[config.mk]
export PLATFORM = sky130hd
export DESIGN_NAME = conv_dnn_bridge
export DESIGN_NICKNAME = d
export VERILOG_FILES = /design/src/rtl/conv_dnn_bridge_pkg.sv /design/src/rtl/bridge_fifo.sv /design/src/rtl/conv_dnn_bridge.sv
export SDC_FILE = /design/constraint.sdc
export NUM_CORES = 1
export LEC_CHECK = 0
export BUFFER_PORTS_ARGS = -buffer_cell sky130_fd_sc_hd__buf_2
export CAP_MARGIN = 5
export CORE_MARGIN = 10
export CORE_UTILIZATION = 54
export CTS_CLUSTER_DIAMETER = 120
export DETAILED_ROUTE_END_ITERATION = 16
export GPL_TIMING_DRIVEN = 1
export PLACE_DENSITY_LB_ADDON = 0.25
export SLEW_MARGIN = 20
export SYNTH_ARGS = -nofsm -noshare
export SYNTH_HDL_FRONTEND = slang
export SYNTH_HIERARCHICAL = 1
export SYNTH_SLANG_ARGS = --single-unit
[constraint.sdc]
create_clock -name clk -period 7.8 [get_ports clk]
set_clock_uncertainty 0.05 [all_clocks]
set_input_delay 0.39 -clock clk [delete_from_list [all_inputs] [get_ports clk]]
set_output_delay 0.39 -clock clk [all_outputs]
set_load 0.01 [all_outputs]
[src/rtl/conv_dnn_bridge_pkg.sv]
// Shared types and sizing constants for the conv -> DNN bridge.
package conv_dnn_bridge_pkg;

  localparam int unsigned BIT_SIZE      = 32;
  localparam int unsigned NUM_PE        = 2;
  localparam int unsigned NUM_OF_K      = 4;
  localparam int unsigned DEPTH         = 8;
  localparam int unsigned READY_MARGIN  = 2;
  localparam int unsigned NUM_OF_IMAGES = 4;

  localparam int unsigned DATA_W = NUM_PE * BIT_SIZE;
  localparam int unsigned PTR_W  = $clog2(DEPTH);
  localparam int unsigned CNT_W  = $clog2(DEPTH + 1);
  localparam int unsigned IMG_W  = $clog2(NUM_OF_IMAGES + 1);
  localparam int unsigned BEAT_W = 16;

  // Lane 0 sits in the least significant BIT_SIZE bits.
  typedef logic [NUM_PE-1:0][BIT_SIZE-1:0] lanes_t;

  typedef struct packed {
    logic [NUM_OF_K-1:0] valid;
    lanes_t              lanes;
    logic                set_done;
  } entry_t;

  typedef enum logic {
    RUN   = 1'b0,
    DRAIN = 1'b1
  } state_t;

endpackage

[src/rtl/bridge_fifo.sv]
// Generic synchronous FIFO. Callers pass only legal wr_en/rd_en; the
// next-cycle head and occupancy are exported so the owner can register
// its outputs straight from the entry that will be at the head.
module bridge_fifo #(
  parameter type         entry_t = logic,
  parameter int unsigned Depth   = 8,
  localparam int unsigned PTR_W  = $clog2(Depth),
  localparam int unsigned CNT_W  = $clog2(Depth + 1)
) (
  input  logic             clk,
  input  logic             res_n,
  input  logic             wr_en,
  input  logic             rd_en,
  input  entry_t           wr_entry,
  output logic             full,
  output logic             empty,
  output logic [CNT_W-1:0] count,
  output entry_t           head_nxt_c,
  output logic             empty_nxt_c,
  output logic [CNT_W-1:0] count_nxt_c
);

  entry_t           mem [Depth];
  logic [PTR_W-1:0] wr_ptr;
  logic [PTR_W-1:0] rd_ptr;
  logic [PTR_W-1:0] rd_ptr_nxt;

  // Next occupancy, read pointer and head entry.
  always_comb begin
    count_nxt_c = count;
    rd_ptr_nxt  = rd_ptr;
    case ({wr_en, rd_en})
      2'b10:   count_nxt_c = count + CNT_W'(1);
      2'b01:   count_nxt_c = count - CNT_W'(1);
      default: count_nxt_c = count;
    endcase
    if (rd_en) rd_ptr_nxt = rd_ptr + PTR_W'(1);
    empty_nxt_c = (count_nxt_c == '0);
    // The incoming entry becomes head when nothing else remains after the pop.
    if (wr_en && ((count == '0) || ((count == CNT_W'(1)) && rd_en))) begin
      head_nxt_c = wr_entry;
    end else begin
      head_nxt_c = mem[rd_ptr_nxt];
    end
  end

  // Storage array; contents need no reset since count guards them.
  always_ff @(posedge clk) begin
    if (wr_en) mem[wr_ptr] <= wr_entry;
  end

  // Pointers, occupancy and registered status flags.
  always_ff @(posedge clk or negedge res_n) begin
    if (!res_n) begin
      wr_ptr <= '0;
      rd_ptr <= '0;
      count  <= '0;
      full   <= 1'b0;
      empty  <= 1'b1;
    end else begin
      if (wr_en) wr_ptr <= wr_ptr + PTR_W'(1);
      rd_ptr <= rd_ptr_nxt;
      count  <= count_nxt_c;
      full   <= (count_nxt_c == CNT_W'(Depth));
      empty  <= empty_nxt_c;
    end
  end

endmodule

[src/rtl/conv_dnn_bridge.sv]
// Elastic, frame-aware buffer between the conv output stage and the DNN
// input stage. Counts set-done markers leaving the buffer, pulses
// out_frame_done per completed frame and stops upstream until the buffer
// drains. Define CONV_DNN_BRIDGE_STATS_EN to enable the popped-beat counter.
module conv_dnn_bridge
  import conv_dnn_bridge_pkg::*;
(
  input  logic                       clk,
  input  logic                       res_n,
  input  logic [NUM_OF_K-1:0]        in_valid,
  input  logic [NUM_PE*BIT_SIZE-1:0] in_data,
  input  logic                       in_set_done,
  output logic                       out_ready,
  input  logic                       dn_ready,
  output logic [NUM_OF_K-1:0]        out_valid,
  output logic [NUM_PE*BIT_SIZE-1:0] out_data,
  output logic                       out_set_done,
  output logic                       out_frame_done,
  output logic                       out_overflow,
  output logic [BEAT_W-1:0]          out_beat_count
);

  logic             push_req_c;
  logic             pop_ok_c;
  logic             push_ok_c;
  logic             ovf_set_c;
  entry_t           wr_entry_c;
  entry_t           head_nxt_c;
  logic             fifo_full;
  logic             fifo_empty;
  logic             empty_nxt_c;
  logic [CNT_W-1:0] fifo_count;
  logic [CNT_W-1:0] count_nxt_c;

  state_t           state;
  state_t           state_nxt;
  logic [IMG_W-1:0] img_cnt;
  logic [IMG_W-1:0] img_cnt_nxt;
  logic             frame_done_nxt;
  logic             ready_nxt;

  // Handshake decode; a full buffer still takes a beat when it pops.
  always_comb begin
    push_req_c          = (|in_valid) | in_set_done;
    pop_ok_c            = !fifo_empty & dn_ready;
    push_ok_c           = push_req_c & (!fifo_full | pop_ok_c);
    ovf_set_c           = push_req_c & fifo_full & !pop_ok_c;
    wr_entry_c.valid    = in_valid;
    wr_entry_c.lanes    = lanes_t'(in_data);
    wr_entry_c.set_done = in_set_done;
  end

  bridge_fifo #(
    .entry_t (entry_t),
    .Depth   (DEPTH)
  ) u_fifo (
    .clk         (clk),
    .res_n       (res_n),
    .wr_en       (push_ok_c),
    .rd_en       (pop_ok_c),
    .wr_entry    (wr_entry_c),
    .full        (fifo_full),
    .empty       (fifo_empty),
    .count       (fifo_count),
    .head_nxt_c  (head_nxt_c),
    .empty_nxt_c (empty_nxt_c),
    .count_nxt_c (count_nxt_c)
  );

  // Frame tracking: out_set_done mirrors the head marker whenever non-empty.
  always_comb begin
    state_nxt      = state;
    img_cnt_nxt    = img_cnt;
    frame_done_nxt = 1'b0;
    if (pop_ok_c && out_set_done) begin
      if (img_cnt == IMG_W'(NUM_OF_IMAGES - 1)) begin
        img_cnt_nxt    = '0;
        frame_done_nxt = 1'b1;
        state_nxt      = DRAIN;
      end else begin
        img_cnt_nxt = img_cnt + IMG_W'(1);
      end
    end else if ((state == DRAIN) && (fifo_count == '0)) begin
      state_nxt = RUN;
    end
    ready_nxt = (state_nxt == RUN) && (count_nxt_c <= CNT_W'(DEPTH - READY_MARGIN));
  end

  // Frame state register.
  always_ff @(posedge clk or negedge res_n) begin
    if (!res_n) begin
      state   <= RUN;
      img_cnt <= '0;
    end else begin
      state   <= state_nxt;
      img_cnt <= img_cnt_nxt;
    end
  end

  // Registered outputs, loaded from the entry that will be at the head.
  always_ff @(posedge clk or negedge res_n) begin
    if (!res_n) begin
      out_valid      <= '0;
      out_data       <= '0;
      out_set_done   <= 1'b0;
      out_frame_done <= 1'b0;
      out_overflow   <= 1'b0;
      out_ready      <= 1'b0;
    end else begin
      out_valid      <= empty_nxt_c ? '0 : head_nxt_c.valid;
      out_set_done   <= !empty_nxt_c & head_nxt_c.set_done;
      if (!empty_nxt_c) out_data <= head_nxt_c.lanes;
      out_frame_done <= frame_done_nxt;
      out_overflow   <= out_overflow | ovf_set_c;
      out_ready      <= ready_nxt;
    end
  end

`ifdef CONV_DNN_BRIDGE_STATS_EN
  // Saturating count of popped entries.
  always_ff @(posedge clk or negedge res_n) begin
    if (!res_n) begin
      out_beat_count <= '0;
    end else if (pop_ok_c && (out_beat_count != {BEAT_W{1'b1}})) begin
      out_beat_count <= out_beat_count + BEAT_W'(1);
    end
  end
`else
  assign out_beat_count = '0;
`endif

endmodule
==> results of run 1 <==
stage by stage:
step | instance area, sq um | total power (uW) | util [%] | setup WS (ns) | hold WS [ns]
2_1_floorplan | 26600 | 9720 | - | 1.50 | 0.0444
3_3_place_gp | 27700 | 11300 | 56.9 | 3.29 | 0.386
3_5_place_dp | 27700 | 11500 | 56.9 | 3.24 | 0.397
4_1_cts | 29900 | 14700 | 61.4 | 3.49 | 0.00201
5_1_grt | 29900 | 15400 | 61.4 | 3.29 | 0.0221
6_report | 29900 | 14700 | 61.4 | 3.50 | 0.0262
power by group through the flow:
stage                     logic, uW  clock network (uW)  registers, uW
final                          6180                3150           5320
after global routing           6640                3340           5410
after CTS                      6190                3200           5320
after detailed placement       6170                   0           5380
after global placement         6010                   0           5330
after floorplan                4350                   0           5380
cells in the mapped netlist (2+ instances only):
library cell	instances
buf_4	27
a221oi_1	116
a21oi_1	59
mux2_2	61
buf_1	3
ha_1	9
nand2b_1	8
buf_2	47
mux2_4	5
nor3_1	3
nor2b_1	9
o21ai_0	69
a2bb2oi_1	59
mux4_2	11
clkbuf_1	53
dfrtp_1	87
mux2i_1	161
buf_6	9
o21ai_1	4
xor2_1	2
nand2_1	208
nand3_1	12
nor2_1	11
inv_1	10
a221o_1	59
o22ai_1	24
edfxtp_1	552
or2_2	3
or4_1	2
worst max-delay path, cell delays in order, from the launching register on:
cell,delay (ns)
dfstp_2,0.36
nand2b_1,0.17
a21oi_1,0.61
inv_1,0.10
ha_1,0.42
o31a_1,0.34
or4_1,0.59
nor2_4,0.55
buf_4,0.56
mux2_2,0.40
path summary, 6_finish.rpt:
path                         startpoint                end  slack (ns)  cells past startpoint
setup / recovery           u_fifo/empty       out_data[15]        3.50                      9
hold / removal              in_data[38]  u_fifo/mem[3][39]        0.03                      1
setup reg to reg           u_fifo/empty       out_data[15]        3.50                      9
hold reg to reg            out_data[16]       out_data[16]        0.45                      1
max in group asynchronous         res_n   u_fifo/rd_ptr[0]        6.03                      3
min in group asynchronous         res_n       out_data[62]        0.33                      2
routing by layer:
metal | vias up | routed length, microns
li1 | 7007 | -
met1 | 8140 | 26400
met2 | 682 | 32400
met3 | 111 | 5050
met4 | 12 | 1230
met5 | - | 74
cell usage in the layout, fill, tap and decap left out, drive strengths merged, types with 25 or more instances in the layout:
master and n:
a221o 59, a221oi 116, buf 173, o22ai 25, clkbuf 90, edfxtp 552
mux2 66, mux2i 161, a21oi 60, o21ai 73, nand2 208, dfrtp 87
a2bb2oi 59
sequential cells by signal (all words and copies together), names as in the netlist, 3 cells and up:
signal / flops
u_fifo/count: 4
u_fifo/rd_ptr: 3
out_data: 64
out_valid: 4
u_fifo/mem: 552
u_fifo/wr_ptr: 3
img_cnt: 3
kinds of logic after synthesis:
kind of cell,count (synthesis),synth area share (%)
mux,238,9.88
fa+ha+maj,9,0.425
flops,640,70.8
simple gates,265,4.22
other cells,1,0.0141
buf+inv,150,3.00
compound gates,401,11.5
xor+xnor,4,0.203
what timing repair did:
action / 4_1_cts / 5_1_grt
endpoints found under the hold margin: 33 / 0
resized for setup: 0 / 0
hold buffers: 1 / 0
setup endpoints to repair: 0 / 0
final cells by class:
cell class              count  area [sq um]  area share [%]
multi-input cells         933          7120            23.8
diodes                      2          5.00          0.0167
clock buffers              90          1820            6.10
inverters                  10          37.5           0.125
repair buffers            174           966            3.23
clock inverters            33           353            1.18
well taps                 664           831            2.78
flip-flops and latches    640         18800            62.8
==> metrics.yaml, run 1 <==
worst_setup_path:
  worstPathRequired_ns: 8.22
  endpoint_kind: "flop"
  worstSetupPathType: "flop to flop"
  arrival_ns: 4.72
  crit_path_start_kind: "flop"
  critPathMaxFanout: 28
clocking:
  cts_buffers: 67
  tritoncts: "yes"
  root_buffer: "clkbuf_16"
  path_clk_slew_ns: 0.07
  cts_sinks: 640
  cts_setup_buffers: 0
  htree_levels: 3
  clk-insertion-delay-late_ns: 0.61
  cts-root-to-sink-buffers: 3
logic_synthesis:
  synth_area_per_cell_sq_um: 15.5
  yosysSeqAreaShare_pct: 70.8
  synth_area_leaders: "edfxtp_1, dfrtp_1, mux2i_1, a221oi_1, nand2_1"
  ys_ff_latch: 640
  synth.top_cell.area_share_pct: 62.5
  synth_cell_types: 54
  synthCells: 1708
  synth-edff-count: 552
  async_reset_ff_share_pct: 13.8
  synth_ff_type: "edfxtp_1"
  netlist_area_sq_um: 26500
  ys_warn_count: 6
  yosys.area.top_type: "edfxtp_1"
floorplan:
  die_area_sq_um: 58400
  pin_count: 160
  die_h_microns: 242
  core-area_sq_um: 48700
  start_util_pct: 54.4
  rows: 81
  fp.dieW_microns: 242
status:
  outcome: "finished, final reports clean"
grt:
  grt_pass1_vias: 16051
  grt_util_met1_pct: 28.7
  grt_util_met3_pct: 4.12
  grt_antenna_before_repair: 7
  top_usage_layer: "met2"
  grt_usage_pct: 21.8
  overflow: 0
  grt_pass1_wl_mm: 98.9
  grt_util_met2_pct: 36.3
  grt_max_degree: 139
timing:
  rsz0062_at_grt: "no"
  fmax_ghz: 0.233
  fin_crit_ns: 4.30
  setup_viol: 0
  fin_crit_sh_pct: 55.1
  hold_viol_final: 0
  worst_pin_slew_ns: 1.17
  drv_slew: 0
  setup-tns-final_ns: 0
  relSlewSlack_pct: 22.0
power:
  p_leak_uw: 0.0108
  pwr-share-clk_pct: 21.5
  vdd_drop_max_v: 0.000549
  p_per_area_nw_per_um2: 490
  p_comb_share_pct: 42.2
  p_int_uw: 9170
  p_switching_uw: 5490
  switching_share_pct: 37.4
  power.share.sequential_pct: 36.3
drt:
  antenna_left: 0
  drc: 0
  dr.pass1.iters: 8
  drt-total-wl_mm: 65.2
  drt-initial-drc-count: 1627
  routed_via_density: 6.27
  dr_total_vias: 15952
  routedWlPerCell_microns: 25.6
layout:
  nNetsFinal: 1907
  nFillCells: 3571
  drive_above_1_share_pct: 20.2
  syn2layout_area_growth_pct: 12.8
  fin_cells: 2546
place:
  detailed_place_hpwl_mm: 33.9
  place.port_buffers: 143
  gp_congestion: 0.785
  place_inst: 2420
worst_hold_path:
  holdCritPathClass: "primary input to flop"
run:
  max_cap_violations: 0
No activity file was read; power rests on OpenSTA's default activity.
==> run 2, diff against run 1 <==
ABC_AREA = 1   (was unset)
clock period = 4.2 ns   (was 7.8 ns; I/O delays follow)
==> run 2 against run 1 <==
Effect of this change:
- routed wire length is 9.8% higher
- non-clock buffer count is 79 higher
- hold slack better by 0.21 ns
- critical path depth is 6 higher
- clock power is 84% higher
- cell count is 40% higher
- die area is 6.5% higher
- utilization is 1.1 points higher
- final area is 9.3% higher
- largest cell class unchanged
- largest power group unchanged
==> metrics.yaml, run 2 <==
status:
  outcome: "finished, final reports clean"
worst_setup_path:
  worstSetupPathType: "flop to flop"
  worstPathRequired_ns: 4.62
  endpoint_kind: "flop"
  critPathMaxFanout: 36
  arrival_ns: 4.09
  crit_path_start_kind: "flop"
timing:
  rsz0062_at_grt: "no"
  hold_viol_final: 0
  fin_crit_ns: 3.67
  fin_crit_sh_pct: 87.4
  setup_viol: 0
  fmax_ghz: 0.272
  setup-tns-final_ns: 0
  relSlewSlack_pct: 21.6
  worst_pin_slew_ns: 1.18
  drv_slew: 0
power:
  p_per_area_nw_per_um2: 835
  vdd_drop_max_v: 0.000881
  p_leak_uw: 0.0142
  total_power_uw: 27300
floorplan:
  pin_count: 160
  fp.dieW_microns: 249
  die_h_microns: 249
  core-area_sq_um: 52300
  die_area_sq_um: 62200
  start_util_pct: 54.3
  rows: 84
clocking:
  tritoncts: "yes"
  cts_buffers: 66
  root_buffer: "clkbuf_16"
  cts_resized: 0
  path_clk_slew_ns: 0.06
  cts_sinks: 640
  htree_levels: 3
  cts-root-to-sink-buffers: 3
  clk-insertion-delay-late_ns: 0.60
logic_synthesis:
  synth_commonest_cells: "nand3_1, edfxtp_1, inv_1, nand2_1, dfrtp_1"
  async_reset_ff_share_pct: 13.8
  synth_area_per_cell_sq_um: 10.6
  synth_ff_type: "edfxtp_1"
  synth.top_cell.area_share_pct: 58.3
  yosysSeqAreaShare_pct: 66.1
  synth_cell_types: 32
  ys_ff_latch: 640
  synth_area_leaders: "edfxtp_1, nand3_1, dfrtp_1, inv_1, nand2_1"
  netlist_area_sq_um: 28400
  yosys.cell_count.top_type: "nand3_1"
  synthCells: 2670
  ys_warn_count: 6
  yosys.area.top_type: "edfxtp_1"
  synth-edff-count: 552
run:
  max_cap_violations: 0
grt:
  grt_max_degree: 111
  grt_usage_pct: 22.6
  grt_pass1_vias: 20138
  grt_antenna_before_repair: 2
  grt_pass1_wl_mm: 112
  overflow: 0
layout:
  layout.area.seq_sq_um: 18800
  fin_util_pct: 62.5
  antenna_cells: 0
  regMostFlops: "u_fifo/mem"
  nNetsFinal: 2917
  fin_cells: 3577
  multi_input_area_sq_um: 7040
  layout_commonest_cell: "nand3_1"
  nFillCells: 4010
  drive_above_1_share_pct: 12.7
  syn2layout_area_growth_pct: 15.1
  largest_reg_flops: 552
  stdcell_area_sq_um: 32700
  final_cell_mix: "nand3_1, edfxtp_1, inv_1, nand2_1, buf_2"
  top_regs: "u_fifo/mem (552), out_data (64)"
drt:
  drc: 0
  antenna_left: 0
  drt-total-wl_mm: 71.6
  dr_total_vias: 19900
  routed_via_density: 5.56
  routedWlPerCell_microns: 20.0
  drt-initial-drc-count: 1906
  dr.pass1.iters: 6
place:
  place.port_buffers: 143
  detailed_place_hpwl_mm: 37.4
  post_dp_cell_area_sq_um: 29800
  place_inst: 3385
  gp_congestion: 0.828
worst_hold_path:
  holdCritPathClass: "primary input to async pin"
## run 2: cell type report
cell class                 count  area share (%)
clock buffer                  99            5.80
timing repair buffer         253            5.92
inverter                     517            5.94
sequential                   640            57.4
clock inverter                22           0.750
multi-input combinational   1358            21.5
tap                          688            2.63
## run 2: metrics by stage
step	setup WS, ns	hold slack [ns]
2_1_floorplan	-0.375	-0.136
3_3_place_gp	0.747	0.324
3_5_place_dp	0.612	0.352
4_1_cts	0.569	0.244
5_1_grt	0.192	0.304
6_report	0.528	0.238
## run 2: logic make-up (layout without fill, tap and decap cells)
family	Yosys count	after routing	synth area share (%)
buf+inv	687	891	9.87
xor+xnor	2	2	0.0881
fa+ha+maj	9	9	0.396
mux	64	64	2.60
simple gates	1253	1253	20.6
compound gates	14	14	0.313
flops	640	640	66.1
other cells	1	16	0.0132
## run 2: critical path, cell delays in order (launching register included)
cell,delay [ns]
dfstp_2,0.36
inv_1,0.07
nand2_1,0.05
inv_1,0.43
o21ai_0,0.15
inv_1,0.22
inv_1,0.11
ha_1,0.34
inv_1,0.13
o211ai_1,0.10
o21ai_0,0.20
nor2_1,0.18
nand2_1,0.12
nor2_4,0.15
buf_4,0.42
mux2_2,0.40
## run 2: path summary, 6_finish.rpt
check                           depth (start not counted)          from          endpoint  slack, ns
worst max register to register                         15  u_fifo/empty      out_data[38]       0.53
worst min-delay path                                    2         res_n         out_ready       0.24
max in group asynchronous                               3         res_n      out_data[40]       2.80
min in group clk                                        2    in_data[8]  u_fifo/mem[4][9]       0.38
worst max-delay path                                   15  u_fifo/empty      out_data[38]       0.53
worst min register to register                          2  out_overflow      out_overflow       0.42
## run 2: timing repair
| item | in CTS | in global routing |
|---|---|---|
| setup buffers | 0 | 0 |
| hold endpoints to repair | 641 | 0 |
| hold buffers | 71 | 0 |
## run 2: power by group
group / total (uW) / switching [uW] / internal, uW
Sequential: 9510 / 505 / 9000
Combinational: 12000 / 7970 / 4010
Clock: 5800 / 2410 / 3400
Total: 27300 / 10900 / 16400
## run 2: per-layer routing
metal | vias to the layer above | wire length, microns | global-route usage [%] | part of all wire, %
met2 | 885 | 35200 | 38.3 | 49
li1 | 9152 | - | - | -
met5 | - | 31 | 0 | 0.043
met1 | 9700 | 28800 | 28.7 | 40
met3 | 157 | 5480 | 4.03 | 7.7
met4 | 6 | 1970 | 8.24 | 2.8
